<file path="config.mk">
export PLATFORM = sky130hd
export DESIGN_NAME = adc_frame_rx
export DESIGN_NICKNAME = d
export VERILOG_FILES = /design/src/rtl/adc_frame_rx_pkg.sv /design/src/rtl/adc_frame_fifo.sv /design/src/rtl/adc_frame_rx.sv
export SDC_FILE = /design/constraint.sdc
export NUM_CORES = 1
export LEC_CHECK = 0
export ABC_CLOCK_PERIOD_IN_PS = 9300
export CORE_AREA = 2 2 217 219
export CTS_CLUSTER_DIAMETER = 60
export CTS_CLUSTER_SIZE = 10
export DETAILED_ROUTE_END_ITERATION = 10
export DIE_AREA = 0 0 219 221
export DONT_BUFFER_PORTS = 1
export PLACE_DENSITY = 0.75
export RECOVER_POWER = 25
export SKIP_CTS_REPAIR_TIMING = 1
export SYNTH_ARGS = -nofsm -noshare
export SYNTH_HDL_FRONTEND = slang
export SYNTH_HIERARCHICAL = 1
export SYNTH_SLANG_ARGS = --single-unit
</file>
<file path="constraint.sdc">
create_clock -name i_clk -period 9.3 [get_ports i_clk]
set_input_delay 1.86 -clock i_clk [delete_from_list [all_inputs] [get_ports i_clk]]
set_output_delay 1.86 -clock i_clk [all_outputs]
set_load 0.02 [all_outputs]
</file>
<file path="src/rtl/adc_frame_rx_pkg.sv">
// Shared types and constants for the ADC frame receiver.
// The frame typedefs describe the default 8-way x 9-bit geometry.
package adc_frame_rx_pkg;

  typedef enum logic [1:0] {
    StIdle,
    StFlush,
    StRun
  } state_e;

  localparam int unsigned CntWidth = 16;
  localparam int unsigned SeqWidth = 8;

  localparam int unsigned DefWays = 8;
  localparam int unsigned DefBits = 9;

  typedef logic [DefBits-1:0]         sample_t;
  typedef logic [DefWays*DefBits-1:0] frame_t;

endpackage

</file>
<file path="src/rtl/adc_frame_fifo.sv">
// First-word fall-through frame FIFO; a push into a full FIFO is accepted only
// when a pop happens on the same edge.
module adc_frame_fifo #(
  parameter int unsigned WIDTH = 8,
  parameter int unsigned DEPTH = 4
) (
  input  logic             i_clk,
  input  logic             i_rst_n,
  input  logic             i_push,
  input  logic [WIDTH-1:0] i_data,
  input  logic             i_pop,
  output logic             o_full,
  output logic             o_valid,
  output logic [WIDTH-1:0] o_data
);

  localparam int unsigned PtrW = (DEPTH > 1) ? $clog2(DEPTH) : 1;

  logic [WIDTH-1:0] r_mem [DEPTH];
  logic [PtrW-1:0]  r_wr_ptr;
  logic [PtrW-1:0]  r_rd_ptr;
  logic [PtrW:0]    r_count;
  logic             w_pop;
  logic             w_push;

  assign o_valid = (r_count != '0);
  assign o_full  = (r_count == (PtrW+1)'(DEPTH));
  assign w_pop   = i_pop && o_valid;
  assign w_push  = i_push && (!o_full || w_pop);
  // Head is masked when empty so the output reads zero after reset.
  assign o_data  = o_valid ? r_mem[r_rd_ptr] : '0;

  always_ff @(posedge i_clk) begin
    if (!i_rst_n) begin
      r_wr_ptr <= '0;
      r_rd_ptr <= '0;
      r_count  <= '0;
    end else begin
      if (w_push) r_wr_ptr <= r_wr_ptr + 1'b1;
      if (w_pop)  r_rd_ptr <= r_rd_ptr + 1'b1;
      if (w_push && !w_pop)      r_count <= r_count + 1'b1;
      else if (!w_push && w_pop) r_count <= r_count - 1'b1;
    end
  end

  always_ff @(posedge i_clk) begin
    if (w_push) r_mem[r_wr_ptr] <= i_data;
  end

endmodule

</file>
<file path="src/rtl/adc_frame_rx.sv">
// Interleaved ADC frame receiver: capture, offset-correct and saturate each lane,
// then queue frames with a sequence number for a ready/valid consumer.
module adc_frame_rx
  import adc_frame_rx_pkg::*;
#(
  parameter int unsigned ADC_WAYS     = 8,
  parameter int unsigned ADC_BITS     = 9,
  parameter int unsigned FIFO_DEPTH   = 4,
  parameter int unsigned FLUSH_FRAMES = 2,
  localparam int unsigned WAY_W       = (ADC_WAYS > 1) ? $clog2(ADC_WAYS) : 1,
  localparam int unsigned FRAME_W     = ADC_WAYS * ADC_BITS
) (
  input  logic                i_clk,
  input  logic                i_rst_n,
  input  logic                i_en,
  input  logic [FRAME_W-1:0]  i_adc_data,
  input  logic                i_ofs_wr,
  input  logic [WAY_W-1:0]    i_ofs_way,
  input  logic [ADC_BITS-1:0] i_ofs_val,
  output logic                o_out_valid,
  input  logic                i_out_ready,
  output logic [FRAME_W-1:0]  o_out_data,
  output logic [SeqWidth-1:0] o_out_seq,
  output logic [CntWidth-1:0] o_ovr_cnt,
  output logic [CntWidth-1:0] o_drop_cnt,
  input  logic                i_cnt_clr
);

  state_e                r_state;
  logic [7:0]            r_flush_cnt;
  logic [SeqWidth-1:0]   r_seq;
  logic [FRAME_W-1:0]    r_s1_data;
  logic                  r_s1_vld;
  logic [FRAME_W-1:0]    r_s2_data;
  logic                  r_s2_vld;
  logic                  r_s2_ovr;
  logic [ADC_BITS-1:0]   r_ofs [ADC_WAYS];
  logic [CntWidth-1:0]   r_ovr_cnt;
  logic [CntWidth-1:0]   r_drop_cnt;

  logic [FRAME_W-1:0]    w_corr;
  logic [ADC_WAYS-1:0]   w_lane_ovr;
  logic                  w_fifo_full;
  logic                  w_fifo_valid;
  logic                  w_pop;
  logic                  w_drop;
  logic [SeqWidth+FRAME_W-1:0] w_fifo_out;

  // The edge that leaves IDLE already discards the first flush frame.
  always_ff @(posedge i_clk) begin
    if (!i_rst_n) begin
      r_state     <= StIdle;
      r_flush_cnt <= '0;
      r_seq       <= '0;
    end else begin
      if (r_s2_vld) r_seq <= r_seq + 1'b1;
      if (!i_en) begin
        r_state <= StIdle;
      end else begin
        unique case (r_state)
          StIdle: begin
            r_state     <= StFlush;
            r_flush_cnt <= 8'd1;
            r_seq       <= '0;
          end
          StFlush: begin
            if ({24'd0, r_flush_cnt} + 32'd1 >= FLUSH_FRAMES) r_state <= StRun;
            else r_flush_cnt <= r_flush_cnt + 8'd1;
          end
          StRun:   r_state <= StRun;
          default: r_state <= StIdle;
        endcase
      end
    end
  end

  always_ff @(posedge i_clk) begin
    if (!i_rst_n) begin
      r_s1_data <= '0;
      r_s1_vld  <= 1'b0;
      r_s2_data <= '0;
      r_s2_vld  <= 1'b0;
      r_s2_ovr  <= 1'b0;
    end else begin
      if (i_en) r_s1_data <= i_adc_data;
      r_s1_vld <= i_en && (r_state == StRun);
      r_s2_vld <= r_s1_vld;
      if (r_s1_vld) begin
        r_s2_data <= w_corr;
        r_s2_ovr  <= |w_lane_ovr;
      end
    end
  end

  always_ff @(posedge i_clk) begin
    if (!i_rst_n) begin
      for (int w = 0; w < ADC_WAYS; w++) r_ofs[w] <= '0;
    end else begin
      for (int w = 0; w < ADC_WAYS; w++) begin
        if (i_ofs_wr && (i_ofs_way == WAY_W'(w))) r_ofs[w] <= i_ofs_val;
      end
    end
  end

  // Offset binary to two's complement is an MSB flip; the extra bit keeps the
  // difference exact so saturation can be decided from the top two bits.
  for (genvar g = 0; g < ADC_WAYS; g++) begin : g_lane
    logic [ADC_BITS-1:0]      w_raw;
    logic signed [ADC_BITS:0] w_diff;

    assign w_raw  = r_s1_data[g*ADC_BITS +: ADC_BITS];
    assign w_diff = $signed({{2{~w_raw[ADC_BITS-1]}}, w_raw[ADC_BITS-2:0]})
                  - $signed({r_ofs[g][ADC_BITS-1], r_ofs[g]});
    assign w_corr[g*ADC_BITS +: ADC_BITS] = (w_diff[ADC_BITS] == w_diff[ADC_BITS-1])
        ? w_diff[ADC_BITS-1:0]
        : {w_diff[ADC_BITS], {(ADC_BITS-1){~w_diff[ADC_BITS]}}};
    assign w_lane_ovr[g] = (&w_raw) | ~(|w_raw);
  end

  assign w_pop  = i_out_ready && w_fifo_valid;
  assign w_drop = r_s2_vld && w_fifo_full && !w_pop;

  always_ff @(posedge i_clk) begin
    if (!i_rst_n || i_cnt_clr) begin
      r_ovr_cnt  <= '0;
      r_drop_cnt <= '0;
    end else begin
      if (r_s2_vld && r_s2_ovr && (r_ovr_cnt != '1)) r_ovr_cnt <= r_ovr_cnt + 1'b1;
      if (w_drop && (r_drop_cnt != '1)) r_drop_cnt <= r_drop_cnt + 1'b1;
    end
  end

  adc_frame_fifo #(
    .WIDTH (SeqWidth + FRAME_W),
    .DEPTH (FIFO_DEPTH)
  ) u_fifo (
    .i_clk   (i_clk),
    .i_rst_n (i_rst_n),
    .i_push  (r_s2_vld),
    .i_data  ({r_seq, r_s2_data}),
    .i_pop   (w_pop),
    .o_full  (w_fifo_full),
    .o_valid (w_fifo_valid),
    .o_data  (w_fifo_out)
  );

  assign o_out_valid = w_fifo_valid;
  assign o_out_data  = w_fifo_out[FRAME_W-1:0];
  assign o_out_seq   = w_fifo_out[FRAME_W +: SeqWidth];
  assign o_ovr_cnt   = r_ovr_cnt;
  assign o_drop_cnt  = r_drop_cnt;

endmodule

</file>
# ---- Word-level counts from Yosys, hierarchy flattened
# Memories as Yosys holds them, arrays and structs flattened. A register that Yosys moved wholly into a read port is not among the register bits.
# Index checks and enable logic that the tools add are counted.
dict set report classes {
  n_lt_le_gt_ge 1
  n_bitwise 40
  n_reduce_logical 50
  addsub 17
  n_mux 55
  eq_ne 22
}
# operator count
set ops {}
lappend ops {{9-bit 2-to-1 mux} 16}
lappend ops {{80-bit 2-to-1 mux} 1}
lappend ops {{9-bit by 9-bit subtractor with 10-bit output} 8}
lappend ops {{9-bit AND reduction} 8}
lappend ops {{9-bit OR reduction} 8}
lappend ops {{16-bit by 1-bit adder with 16-bit output (second input constant)} 2}
lappend ops {{8-bit 2-to-1 mux} 4}
lappend ops {{16-bit != test (second input constant)} 2}
lappend ops {{1-bit 2-to-1 mux} 27}
lappend ops {{1-bit inverter} 24}
lappend ops {{1-bit logical AND} 19}
lappend ops {{8-bit by 1-bit adder with 8-bit output (second input constant)} 2}
lappend ops {{1-bit OR} 16}
lappend ops {{8-bit one-hot mux with 2 select lines} 1}
lappend ops {{3-bit equality test (second input constant)} 5}
lappend ops {{8-bit by 1-bit adder with 9-bit output (second input constant)} 1}
lappend ops {{9-bit by 2-bit greater-or-equal comparator with 1-bit output (second input constant)} 1}
lappend ops {{1-bit equality test} 8}
lappend ops {{8-bit OR reduction} 1}
lappend ops {{3-bit by 2-bit equality test with 1-bit output (second input constant)} 2}
lappend ops {{2-bit 2-to-1 mux} 3}
lappend ops {{3-bit 2-to-1 mux} 2}
lappend ops {{2-bit one-hot mux with 3 select lines} 1}
lappend ops {{1-bit zero test} 5}
lappend ops {{other kinds (14)} 18}
dict set report word_totals {
  reg_bits 204
  memories 2
  ram_bits 392
}
# name depth word_bits read_ports rd_ports_with_merged_regs wr line
set memory_table {}
lappend memory_table {u_fifo.r_mem 4 80 1 1 1 adc_frame_fifo.sv:19} ;# logic [WIDTH-1:0] r_mem [DEPTH];
lappend memory_table {r_ofs 8 9 8 0 8 adc_frame_rx.sv:37} ;# logic [ADC_BITS-1:0] r_ofs [ADC_WAYS];

# ---- Logic depth before layout (Yosys ltp)
dict set report logic_depth {
  word_depth 9
  depth_mapped 13
  ltp_nobuf 11
}

# ---- By module
# The synthesis kept the hierarchy.
# mod cells_each n_inst area_per_inst_um2 seq_area_each_um2
set modules_own_cells {}
lappend modules_own_cells {adc_frame_rx 1615 1 14800.4 6105.9}
lappend modules_own_cells {adc_frame_fifo 555 1 12638.4 9789.4}

# ---- Worst setup path after synthesis
# No wires, ideal clock.
dict set report synth_timing {
  path_type {input-to-reg}
  start {in i_out_ready}
  end {mem u_fifo/r_mem[0][0] (netlist bit) (enable)}
  setup_slack_ns 4.610
  path_stages 5
  t_arrival_ns 4.243
  required_time_ns 8.853
  path_cell_list {nand2_1 -> inv_1 -> inv_1 -> a21boi_2 -> and2_1}
}
dict set report synth_between {
  elab_chain_len 6
}
# item line
set synth_rtl {}
lappend synth_rtl {{from (decl)} adc_frame_rx.sv:21} ;# input logic i_out_ready,
lappend synth_rtl {{1-bit logical AND} adc_frame_rx.sv:120} ;# assign w_pop = i_out_ready && w_fifo_valid;
lappend synth_rtl {{net w_pop} adc_frame_rx.sv:45} ;# logic w_pop;
lappend synth_rtl {{1-bit logical AND} adc_frame_fifo.sv:28} ;# assign w_pop = i_pop && o_valid;
lappend synth_rtl {{1-bit logical OR} adc_frame_fifo.sv:29} ;# assign w_push = i_push && (!o_full || w_pop);
lappend synth_rtl {{1-bit logical AND} adc_frame_fifo.sv:29}
lappend synth_rtl {{net u_fifo.w_push} adc_frame_fifo.sv:24} ;# logic w_push;
lappend synth_rtl {{1-bit 2-to-1 mux} adc_frame_fifo.sv:47} ;# if (w_push) r_mem[r_wr_ptr] <= i_data;
lappend synth_rtl {{1-bit 2-to-1 mux (implied by the code)} adc_frame_fifo.sv:47}
lappend synth_rtl {{to (decl)} adc_frame_fifo.sv:19}
# The timed path passes the listed nets, and every way through them passes these cells.

==> results.py <==
metrics = {
    "pwr": {
        "clockPowerShare_pct": 42.5,
        "seqPwrFrac_pct": 48.7,
        "irDropWorstVdd_uv": 159,
        "p_comb_share_pct": 8.8,
        "p_int_w": 0.00459,
        "swShare_pct": 23.0,
        "p_sw_w": 0.00137,
        "p_per_area_mw_per_mm2": 199,
        "leakage_nw": 10.6,
    },
    "synth": {
        "synth_compound_area_share_pct": 7.80,
        "synth_xor_area_share_pct": 2.58,
        "syn_area_mm2": 0.0274,
        "synth_edf_count": 392,
        "synth_adder_area_share_pct": 6.37,
        "ys_seq_area_share_pct": 57.9,
        "synth_flop_cell": "edfxtp_1",
        "synth_simple_gate_area_share_pct": 11.9,
        "synth_mux_area_share_pct": 9.74,
        "synthArstFlopShare_pct": 0,
        "ys_warn_count": 6,
        "synthCells": 2170,
        "synth.distinct_cells": 71,
        "post_synth.cell_area_avg_um2": 12.6,
        "syn-num-nets": 2355,
        "ys_seq_elements": 598,
        "synth_top_family_by_area": "simple AND/OR/NAND/NOR gates",
    },
    "placed_design": {
        "gp_congestion": 0.878,
        "post-place-ws_ns": 4.79,
        "portBuffers": 0,
        "placed_area_mm2": 0.0278,
        "hpwl_mm": 39.7,
    },
    "global_routing": {
        "grt_pass1_vias": 16586,
        "grt_max_degree": 186,
        "antenna_found_initial": 1,
        "grt_usage_pct": 24.9,
        "grt_first_pass_wirelength_mm": 93.0,
        "grt_overflow": 0,
    },
    "setup_path": {
        "path_class": "reg2out",
        "cp-end-kind": "output pin",
        "critPathSlowestCell": "dfxtp_4",
        "cp.required_ns": 7.44,
        "crit_path_max_incr_delay_ns": 0.84,
        "cp_cell_sequence": "buf_4, mux4_2, and2_1",
        "cp_data_arrival_time_ns": 3.19,
        "worstPathMaxFanout": 45,
        "worst-r2r-setup-slack_ns": 5.19,
        "crit_path_start_kind": "flip-flop",
    },
    "timing": {
        "drv_slew": 0,
        "period_minus_slack_ns": 5.05,
        "relSlewSlack_pct": 19.7,
        "hold_violations": 0,
        "timing.hold.ws_ns": 0.483,
        "worst_pin_slew_ns": 1.21,
        "fin_ws_ns": 4.25,
        "rsz0062_at_grt": "no",
        "max_freq_ghz": 0.198,
        "timing.final.crit_share_pct": 54.3,
        "fin_tns_setup_ns": 0,
        "finClkSkew_ns": 0.0172,
        "setup_violations": 0,
    },
    "final_layout": {
        "syn2layout_area_growth_pct": 8.99,
        "final_util_pct": 64.9,
        "final_common_cell": "edfxtp_1",
        "drive_gt1_share_pct": 9.28,
        "antenna_cells": 0,
        "nNetsFinal": 2347,
        "fin_area_mm2": 0.0299,
        "final_cell_mix": "392 x edfxtp_1, 203 x dfxtp_1, 146 x nor2_1, 136 x inv_1, 97 x a21oi_1",
    },
    "floorplanning": {
        "core_mm2": 0.0461,
        "io_pins": 203,
        "dieArea_mm2": 0.0484,
        "die_w_um": 219,
        "start_util_pct": 59.6,
        "rows": 79,
        "die_height_um": 221,
    },
    "run": {
        "cap_viol_max_count": 0,
    },
    "hold_path": {
        "min_path_type": "reg2reg",
    },
    "routing": {
        "viasPerCell": 6.00,
        "dr.first_iter.drc_count": 1357,
        "ant_nets": 0,
        "dr_total_vias": 16949,
        "drt_first_pass_iters": 5,
        "wl_per_cell_um": 21.2,
        "route.detailed.drc": 0,
        "wirelength_mm": 59.8,
    },
    "clock_tree": {
        "numCtsBuffers": 71,
        "clk_pin_slew_ns": 0.05,
        "cts_root_buffer": "clkbuf_16",
        "clockBufferDepth": 3,
        "h-tree-depth": 3,
        "insertion_delay_ns": 0.60,
        "tritoncts": "yes",
        "clkSinkCount": 598,
    },
    "status": {
        "outcome": "finished clean",
    },
}
-- cells by family (layout without fill, tap and decap cells) --
logic type	Yosys count	count (layout)
buffers and inverters	224	273
AND/OR/NAND/NOR	628	628
XOR/XNOR	79	79
adder cells (fa/ha/maj)	144	144
multiplexers	167	167
flip-flops	598	598
AO/OA/AOI/OAI	330	330
-- state kept, by name (all words and copies together) (netlist names), named ones only --
| register | flops |
|---|---|
| u_fifo/r_mem | 320 |
| r_ofs | 72 |
| r_s1_data | 72 |
| r_s2_data | 72 |
| o_drop_cnt | 16 |
| o_ovr_cnt | 16 |
| r_flush_cnt | 8 |
| r_seq | 8 |
| u_fifo/r_count | 3 |
| r_state | 2 |
| u_fifo/r_rd_ptr | 2 |
| u_fifo/r_wr_ptr | 2 |
| r_s1_vld | 1 |
| r_s2_ovr | 1 |
| r_s2_vld | 1 |
-- synth_stat cells (all sizes together), types with 4 or more instances --
cell | count | area [µm²]
a211oi | 14 | 105
maj3 | 49 | 490
and3 | 23 | 149
edfxtp | 392 | 11800
o22ai | 4 | 25.0
and2 | 91 | 569
o31a | 4 | 35.0
buf | 35 | 292
o31ai | 11 | 82.6
o2111ai | 6 | 52.6
o311ai | 5 | 43.8
or3 | 14 | 87.6
a21oi | 102 | 529
o211ai | 9 | 72.6
xnor2 | 38 | 340
nor2 | 146 | 548
dfxtp | 206 | 4120
fa | 9 | 180
ha | 86 | 1080
nor3 | 40 | 200
nand3 | 45 | 225
mux2i | 87 | 871
o21a | 14 | 105
a31oi | 19 | 134
o2111a | 7 | 78.8
xor2 | 41 | 367
mux4 | 80 | 1800
nand2 | 90 | 345
o21bai | 7 | 52.6
clkbuf | 53 | 199
nor2b | 93 | 582
a21boi | 7 | 56.3
nor4 | 17 | 106
nand2b | 11 | 68.8
a41oi | 4 | 42.6
nand4 | 31 | 194
o21ai | 94 | 470
inv | 136 | 510
a311oi | 5 | 56.3
o32a | 4 | 40.0
or2 | 11 | 68.8
-- per-layer routing --
metal  share of wire, %  GRT usage (%)  wire [µm]
met1                 44           35.1      26300
met2                 47           39.4      28100
met3                7.1           4.96       4250
met4                2.1           7.56       1240
met5                  0              0          0
-- worst paths after layout --
kind	startpoint	end	cells after the start
min	r_flush_cnt[7]	r_flush_cnt[7]	1
min reg2reg	r_flush_cnt[7]	r_flush_cnt[7]	1
max reg2reg	u_fifo/r_count[0]	u_fifo/r_mem[2][57]	7
max	flip-flop	o_out_data[42]	3
-- metrics by stage --
stage | power, W | instances
after floorplan | 0.00336 | 2170
after CTS | 0.00600 | 2826
after global placement | 0.00346 | 2696
final | 0.00596 | 2826
after detailed placement | 0.00347 | 2696
after global routing | 0.00618 | 2826
-- layout make-up --
| class | count | area, µm² |
|---|---|---|
| multi-input combinational | 1348 | 10600 |
| inverter | 136 | 510 |
| clock inverter | 8 | 90.1 |
| fill | 3426 | 16200 |
| sequential | 598 | 15900 |
| tap | 607 | 759 |
| timing repair buffer | 7 | 52.6 |
| clock buffer | 122 | 2030 |
-- worst max-delay path: cells and delay by family, from the launching register on --
family | cells | cell delay, ns
buffers and inverters | 1 | 0.80
flip-flops | 1 | 0.84
multiplexers | 1 | 0.61
AND/OR/NAND/NOR | 1 | 0.25
-- power groups by stage --
stage	Sequential, W	Combinational [W]	Clock [W]
floorplan	0.00294	0.000423	0
global placement	0.00295	0.000506	0
detailed placement	0.00295	0.000517	0
CTS	0.00290	0.000521	0.00258
global route	0.00290	0.000582	0.00269
finish	0.00290	0.000525	0.00253
(Power assumes the default switching activity.)
